--- src/rtl/aes_pkg.sv ---
// Shared definitions for the AES input loader.
// Contents: loader state encoding, key-length codes, block widths, and a helper
// that maps a key-length code to its number of key bytes.
package aes_pkg;

    localparam int unsigned MSG_W = 128;
    localparam int unsigned KEY_W = 256;

    localparam logic [1:0] KEY128 = 2'b01;
    localparam logic [1:0] KEY192 = 2'b10;
    localparam logic [1:0] KEY256 = 2'b11;

    typedef enum logic [1:0] {
        StIdle    = 2'd0,
        StLoadMsg = 2'd1,
        StLoadKey = 2'd2,
        StValid   = 2'd3
    } loader_state_t;

    // Number of key bytes for a key-length code. Code 00 never reaches the
    // datapath because a start with key_sel=00 is ignored.
    function automatic logic [5:0] key_bytes(input logic [1:0] code);
        unique case (code)
            KEY192:  key_bytes = 6'd24;
            KEY256:  key_bytes = 6'd32;
            default: key_bytes = 6'd16;
        endcase
    endfunction

endpackage

--- src/rtl/button_debounce.sv ---
// Pushbutton synchronizer and debouncer.
// Ports:
//   clk    - system clock
//   rst_n  - asynchronous active-low reset
//   btn    - raw button level, asynchronous to clk
//   accept - one-cycle pulse at the edge that accepts a debounced press
// A change of the synchronized level is adopted only after it has differed
// from the accepted level for DEBOUNCE_CYCLES consecutive cycles.
module button_debounce #(
    parameter int unsigned SYNC_STAGES     = 2,
    parameter int unsigned DEBOUNCE_CYCLES = 4
) (
    input  logic clk,
    input  logic rst_n,
    input  logic btn,
    output logic accept
);

    localparam int unsigned CntW = $clog2(DEBOUNCE_CYCLES + 1);

    logic [SYNC_STAGES-1:0] sync_q;
    logic                   level_q, level_d;
    logic [CntW-1:0]        cnt_q, cnt_d;
    logic                   btn_sync;

    assign btn_sync = sync_q[SYNC_STAGES-1];

    always_ff @(posedge clk or negedge rst_n) begin
        if (!rst_n) begin
            sync_q  <= '0;
            level_q <= 1'b0;
            cnt_q   <= '0;
        end else begin
            sync_q[0] <= btn;
            for (int i = 1; i < SYNC_STAGES; i++) begin
                sync_q[i] <= sync_q[i-1];
            end
            level_q <= level_d;
            cnt_q   <= cnt_d;
        end
    end

    // accept is combinational from registered state only, so the loader FSM
    // acts on the very edge at which the level is adopted.
    always_comb begin
        cnt_d   = cnt_q;
        level_d = level_q;
        accept  = 1'b0;
        if (btn_sync == level_q) begin
            cnt_d = '0;
        end else if (cnt_q == CntW'(DEBOUNCE_CYCLES - 1)) begin
            cnt_d   = '0;
            level_d = btn_sync;
            accept  = btn_sync;
        end else begin
            cnt_d = cnt_q + 1'b1;
        end
    end

endmodule

--- src/rtl/aes_input_loader.sv ---
// Assembles a 128-bit plaintext block and a 128/192/256-bit key one byte per
// debounced button press, then offers them over a valid/ready handshake.
// Ports:
//   clk, reset   - clock, asynchronous active-low reset
//   data_in      - byte from switches, captured on each accepted press
//   load_btn     - raw pushbutton (active high, asynchronous)
//   key_sel      - key length code, latched when a block starts
//   block_ready  - consumer accepts the block
//   message      - plaintext, byte 0 in [127:120]
//   key          - key, left-justified, byte 0 in [255:248], unused bytes zero
//   key_len      - latched key_sel
//   block_valid  - block complete and stable
//   busy         - loading message or key
//   byte_count   - bytes captured in the current phase
module aes_input_loader
    import aes_pkg::*;
#(
    parameter int unsigned DEBOUNCE_CYCLES = 4,
    parameter int unsigned SYNC_STAGES     = 2
) (
    input  logic               clk,
    input  logic               reset,
    input  logic [7:0]         data_in,
    input  logic               load_btn,
    input  logic [1:0]         key_sel,
    input  logic               block_ready,
    output logic [MSG_W-1:0]   message,
    output logic [KEY_W-1:0]   key,
    output logic [1:0]         key_len,
    output logic               block_valid,
    output logic               busy,
    output logic [5:0]         byte_count
);

    logic accept;

    button_debounce #(
        .SYNC_STAGES     (SYNC_STAGES),
        .DEBOUNCE_CYCLES (DEBOUNCE_CYCLES)
    ) u_debounce (
        .clk    (clk),
        .rst_n  (reset),
        .btn    (load_btn),
        .accept (accept)
    );

    loader_state_t    state_q, state_d;
    logic [MSG_W-1:0] message_q, message_d;
    logic [KEY_W-1:0] key_q, key_d;
    logic [1:0]       key_len_q, key_len_d;
    logic             valid_q, valid_d;
    logic             busy_q, busy_d;
    logic [5:0]       count_q, count_d;

    // Bit offsets of byte k: 8*(15-k) and 8*(31-k), i.e. the inverted index.
    logic [6:0] msg_base;
    logic [7:0] key_base;
    assign msg_base = {~count_q[3:0], 3'b000};
    assign key_base = {~count_q[4:0], 3'b000};

    always_ff @(posedge clk or negedge reset) begin
        if (!reset) begin
            state_q   <= StIdle;
            message_q <= '0;
            key_q     <= '0;
            key_len_q <= 2'b00;
            valid_q   <= 1'b0;
            busy_q    <= 1'b0;
            count_q   <= '0;
        end else begin
            state_q   <= state_d;
            message_q <= message_d;
            key_q     <= key_d;
            key_len_q <= key_len_d;
            valid_q   <= valid_d;
            busy_q    <= busy_d;
            count_q   <= count_d;
        end
    end

    always_comb begin
        state_d   = state_q;
        message_d = message_q;
        key_d     = key_q;
        key_len_d = key_len_q;
        valid_d   = valid_q;
        count_d   = count_q;
        unique case (state_q)
            StIdle: begin
                // Previous block stays on display until a new start.
                if (accept && key_sel != 2'b00) begin
                    key_len_d              = key_sel;
                    message_d              = '0;
                    message_d[127:120]     = data_in;
                    key_d                  = '0;
                    count_d                = 6'd1;
                    state_d                = StLoadMsg;
                end
            end
            StLoadMsg: begin
                if (accept) begin
                    message_d[msg_base +: 8] = data_in;
                    if (count_q == 6'd15) begin
                        count_d = 6'd0;
                        state_d = StLoadKey;
                    end else begin
                        count_d = count_q + 6'd1;
                    end
                end
            end
            StLoadKey: begin
                if (accept) begin
                    key_d[key_base +: 8] = data_in;
                    count_d              = count_q + 6'd1;
                    if (count_q == key_bytes(key_len_q) - 6'd1) begin
                        valid_d = 1'b1;
                        state_d = StValid;
                    end
                end
            end
            StValid: begin
                // Presses are ignored here, even on the handshake edge.
                if (block_ready) begin
                    valid_d = 1'b0;
                    count_d = 6'd0;
                    state_d = StIdle;
                end
            end
            default: state_d = StIdle;
        endcase
        busy_d = (state_d == StLoadMsg) || (state_d == StLoadKey);
    end

    assign message     = message_q;
    assign key         = key_q;
    assign key_len     = key_len_q;
    assign block_valid = valid_q;
    assign busy        = busy_q;
    assign byte_count  = count_q;

endmodule

--- config.mk ---
export PLATFORM = sky130hd
export DESIGN_NAME = aes_input_loader
export DESIGN_NICKNAME = d
export VERILOG_FILES = /design/src/rtl/aes_pkg.sv /design/src/rtl/button_debounce.sv /design/src/rtl/aes_input_loader.sv
export SDC_FILE = /design/constraint.sdc
export NUM_CORES = 1
export LEC_CHECK = 0
export CELL_PAD_IN_SITES_DETAIL_PLACEMENT = 2
export CELL_PAD_IN_SITES_GLOBAL_PLACEMENT = 2
export CORE_MARGIN = 2
export CORE_UTILIZATION = 33
export DETAILED_ROUTE_END_ITERATION = 16
export PLACE_DENSITY_LB_ADDON = 0.1
export SLEW_MARGIN = 15
export SYNTH_ARGS = -nofsm -noshare
export SYNTH_HDL_FRONTEND = slang
export SYNTH_HIERARCHICAL = 1
export SYNTH_SLANG_ARGS = --single-unit
--- constraint.sdc ---
create_clock -name clk -period 3.4 [get_ports clk]
set_input_delay 1.02 -clock clk [delete_from_list [all_inputs] [get_ports clk]]
set_output_delay 1.02 -clock clk [all_outputs]
set_load 0.1 [all_outputs]
# Word-level counts from Yosys, hierarchy flattened
# Cells that the tools add are included.
# Widths: inputs -> output; s select.
# word_totals
regBits	402
output_inout_bits	394
# classes
addsub	5
eq_ne	16
shifts	4
muxes	32
bitwise	3
reduce_logical	13
# op_table
operator	n
$mux 256	2
$pmux 256 s2	1
$bwmux 256	1
$mux 128	2
$pmux 128 s2	1
$shift 8x10->256 const A	1
$shiftx 8x10->256	1
$bwmux 128	1
$shift 8x9->128 const A	1
$shiftx 8x9->128	1
$mux 6	7
$pmux 6 s4	1
$mux 2	6
$pmux 6 s2	1
$eq 2x2->1 const B	5
$ne 2x2->1 const B	5
$neg 8->10	1
$neg 7->9	1
$pmux 2 s4	1
$reduce_and 4->1	2
$reduce_bool 2->1	4
$add 6x1->6 const B	1
$eq 6x4->1 const B	1
$eq 6x6->1	1
16 further kinds	24

# Depth between registers and ports, before layout
# depth
ltp_word	12
mapped_depth	10

# Hierarchy
# The synthesis kept the hierarchy.
# modules_own_cells
mod	instances	cells_per_inst	area_each_um2	seq_area_each_um2
aes_input_loader	1	1540	17661.9	9909.5
button_debounce	1	14	239.0	150.1

# Least setup slack after synthesis
# OpenSTA, ideal clock, no wires.
# synth_timing
kind	reg-to-reg
startpoint	register count_q[0] (netlist: byte_count[0])
endpoint	register key_q[216] (netlist: key[216])
setup_ns	0.069
arrival_time_ns	3.133
t_required_ns	3.331
setup_slack_ns	0.198
path_stages_with_launch	10
path_buffers	3
period_less_slack_ns	3.202
cell_sequence	dfrtp_1 -> buf_4 -> buf_6 -> inv_1 -> ha_1 -> buf_2 -> nor2_1 -> nand4_1 -> nor4b_4 -> a22o_1
# synth_via
elab_chain_cells	6
word_cells_on_any_way	7
cone_classes	add/sub (1); shift (2); mux (3); bitwise (1)
# synth_lines
element	line	rtl
from (decl)	aes_input_loader.sv:53	logic [5:0] count_q, count_d;
from (signal assigned)	aes_input_loader.sv:77	count_q <= count_d;
$not 5->5 (*)	aes_input_loader.sv:59	assign key_base = {~count_q[4:0], 3'b000};
$neg 8->10 (*)	aes_input_loader.sv:113	key_d[key_base +: 8] = data_in;
$shiftx 8x10->256 / $shift 8x10->256 (equally long branches)	aes_input_loader.sv:113	
$bwmux 256 (*)	aes_input_loader.sv:113	
$mux 256 (*)	aes_input_loader.sv:112	if (accept) begin
$pmux 256 s2 (*)	aes_input_loader.sv:88	unique case (state_q)
to (signal assigned)	aes_input_loader.sv:73	key_q <= key_d;
to (decl)	aes_input_loader.sv:49	logic [KEY_W-1:0] key_q, key_d;
# Mark *: on every way between the ends. The rest lies on a longest branch, timed or not. The select of a mux whose other input is x is not followed.
# A chain may end at the register's enable or synchronous reset.

# Worst setup path in the final report
# layout_timing
startpoint	register count_q[1] (netlist: byte_count[1])
endpoint	register key_q[216] (netlist: key[216])
# Same word-level chain as after synthesis.

==> impl_metrics.yaml <==
floorplan:
  die_x_um: 237
  die_y_um: 237
  core-area_um2: 53700
  start_util_pct: 33.3
  io_pins: 408
  dieArea_um2: 56100
  rows: 85
finish:
  antenna_cells: 0
  post-route-cell-area_um2: 23400
  drive_gt1_share_pct: 30.8
  area_delta_synth_final_pct: 30.9
  postLayoutCoreUtil_pct: 43.6
  nNetsFinal: 1975
timing:
  setup_tns_ps: 0
  setup_viol: 0
  skew_ps: 27.5
  rsz0062_at_grt: "false"
  finalCriticalPeriod_ps: 3220
  fmax_mhz: 311
  whs_ps: 358
  tightestPinTransition_ps: 1190
  relSlewSlack_pct: 20.0
  layout_setup_ws_ps: 180
  period_share_pct: 94.7
  hold_viol: 0
  maxSlewViolCount: 0
cts:
  numCtsBuffers: 48
  clock_sink_count: 402
  htreeDepth: 2
  tritoncts: "done"
  clk-insertion-delay-late_ps: 590
  cts_hold_buf: 0
  cts.path.max_buffers: 3
  clkSlewWorstSetupHoldPaths_ps: 60
  root_buffer: "clkbuf_16"
  cts.repair.resized: 0
  postCtsSetupBuffers: 0
critical_path:
  path_max_fanout: 14
  rrSetupSlack_ps: 180
  end_kind: "register"
  r2r-end: "key[216]"
  worst_setup_path_start_kind: "register"
  worst-setup-path-type: "register to register"
  r2r-start: "byte_count[1]"
  critPathRequiredTime_ps: 3920
  crit_arrival_ps: 3740
  r2r_cells: 6
global_route:
  grt_max_degree: 86
  grt_pass1_vias: 16500
  antenna_found_initial: 0
  gr-total-overflow: 0
  grt_pass1_wl_mm: 113
  grt_use_total_pct: 26.6
logic_synthesis:
  syn_avg_cell_area_um2: 11.5
  ys_async_sr_fraction_pct: 100
  ys_warn_count: 6
  synth_top_cell_by_area: "dfrtp_1"
  yosysSeqAreaShare_pct: 56.2
  synth.area.top_cells: "dfrtp_1 (56%), mux2i_1 (8.2%), nand2_1 (6.2%), a32o_1 (3.8%), a22o_1 (3.5%)"
  ys_ff_latch: 402
  synthesis.area_um2: 17900
  synth_top_area_share_pct: 56.2
  ys.flop_type: "dfrtp_1"
  syn_nets: 1574
  synthCells: 1554
  synth-edff-count: 0
  synth_cell_types: 89
drt:
  vias_per_cell: 5.59
  firstDrtPassIters: 5
  post-route-drc-count: 0
  routed-via-count: 15000
  first_iter_violations: 809
  avgRoutedWirePerCell_um: 27.8
  ant_nets: 0
  totalWireLength_mm: 74.5
placed_design:
  port_buffers: 407
  routabilityCongestion: 0.792
  pre_cts_ws_ps: 17.0
  placed_area_um2: 22000
  dp_hpwl_mm: 51.7
worst_hold_path:
  hold_class: "register to register"
  worstHoldStart: "u_debounce/sync_q[0]"
  hold_end: "u_debounce/sync_q[1]"
  hold_path_depth: 0
status:
  status: "complete, no violations"
power:
  power_density_nw_per_um2: 593
  vdd_drop_max_uv: 668
  p_leak_nw: 10.8
run:
  drv_cap: 0
logic make-up after synthesis:
logic type	after synthesis	share of synthesized area, %
flip-flops	402	56.2
multiplexers	155	8.75
AND/OR/NAND/NOR	511	14.4
adder cells (fa/ha/maj)	6	0.419
XOR/XNOR	5	0.329
AO/OA/AOI/OAI	329	16.2
buffers and inverters	146	3.75
per-stage QoR:
| stage | std cells | power, mW |
|---|---|---|
| 4_1_cts | 2680 | 14.0 |
| 2_1_floorplan | 1554 | 7.87 |
| 6_report | 2680 | 13.9 |
| 3_5_place_dp | 2601 | 9.09 |
| 5_1_grt | 2680 | 14.5 |
| 3_3_place_gp | 2601 | 9.01 |
power breakdown:
group / switching (mW) / internal, mW
Clock: 2.08 / 2.81
Combinational: 3.01 / 0.822
Sequential: 0.205 / 4.97
state kept, by name (all words and copies together), names as in the netlist:
signal	cells
message	128
block_valid	1
u_debounce/sync_q	2
key_len	2
u_debounce/cnt_q	3
byte_count	6
state_q	2
busy	1
u_debounce/level_q	1
key	256
worst max-delay path: stages, from the launching register on:
cell and delay, ps:
dfrtp_1 570, buf_4 250, ha_1 600, and3_1 370
a21o_1 430, nor4b_4 650, a22o_1 250
cells in the mapped netlist, types with 18 or more instances:
cell       count
o2bb2ai_1     24
nand4_1       63
nand3_1       43
clkbuf_1      86
dfrtp_1      402
buf_2         18
a22o_1        71
a32o_1        68
nand2_1      295
o311ai_0      24
mux2i_1      146
o211ai_1      34
worst max path at each step:
stage                       start    endpoint
floorplan           byte_count[0]    key[216]
global placement       key_sel[1]    key[110]
detailed placement     key_sel[1]    key[109]
CTS                 byte_count[1]  message[0]
global route        byte_count[1]    key[216]
finish              byte_count[1]    key[216]
layout by cell type, fill, tap and decap left out, drive strengths merged, types with 4 or more instances in the layout:
cell type / n
nand3: 45
o22ai: 18
o2bb2ai: 24
nor2: 17
ha: 6
a32o: 68
nor2b: 6
a31oi: 10
nor4: 5
o311ai: 25
nand2b: 7
clkdlybuf4s50: 4
a211oi: 5
clkbuf: 73
and2b: 4
a22o: 71
mux2: 9
nor3: 18
o21ai: 24
a21oi: 19
nand4: 64
nand2: 296
and2: 16
mux2i: 146
and3b: 5
and3: 9
inv: 18
o211ai: 34
dfrtp: 402
a21o: 6
buf: 476
area by class of cell:
type | count | area [um2]
timing repair buffer | 480 | 3780
tap | 696 | 871
sequential | 402 | 10100
fill | 5524 | 30300
clock inverter | 6 | 41.3
multi-input combinational | 1006 | 7220
inverter | 17 | 63.8
clock buffer | 73 | 1400
per-layer routing:
metal / up-vias / routed length (um) / track usage, %
met2: 384 / 36900 / 44.7
li1: 6508 / - / -
met3: 101 / 3860 / 5.16
met5: - / 0 / 0
met1: 7989 / 31900 / 35.0
met4: 0 / 1840 / 7.35
(Power assumes the default switching activity.)
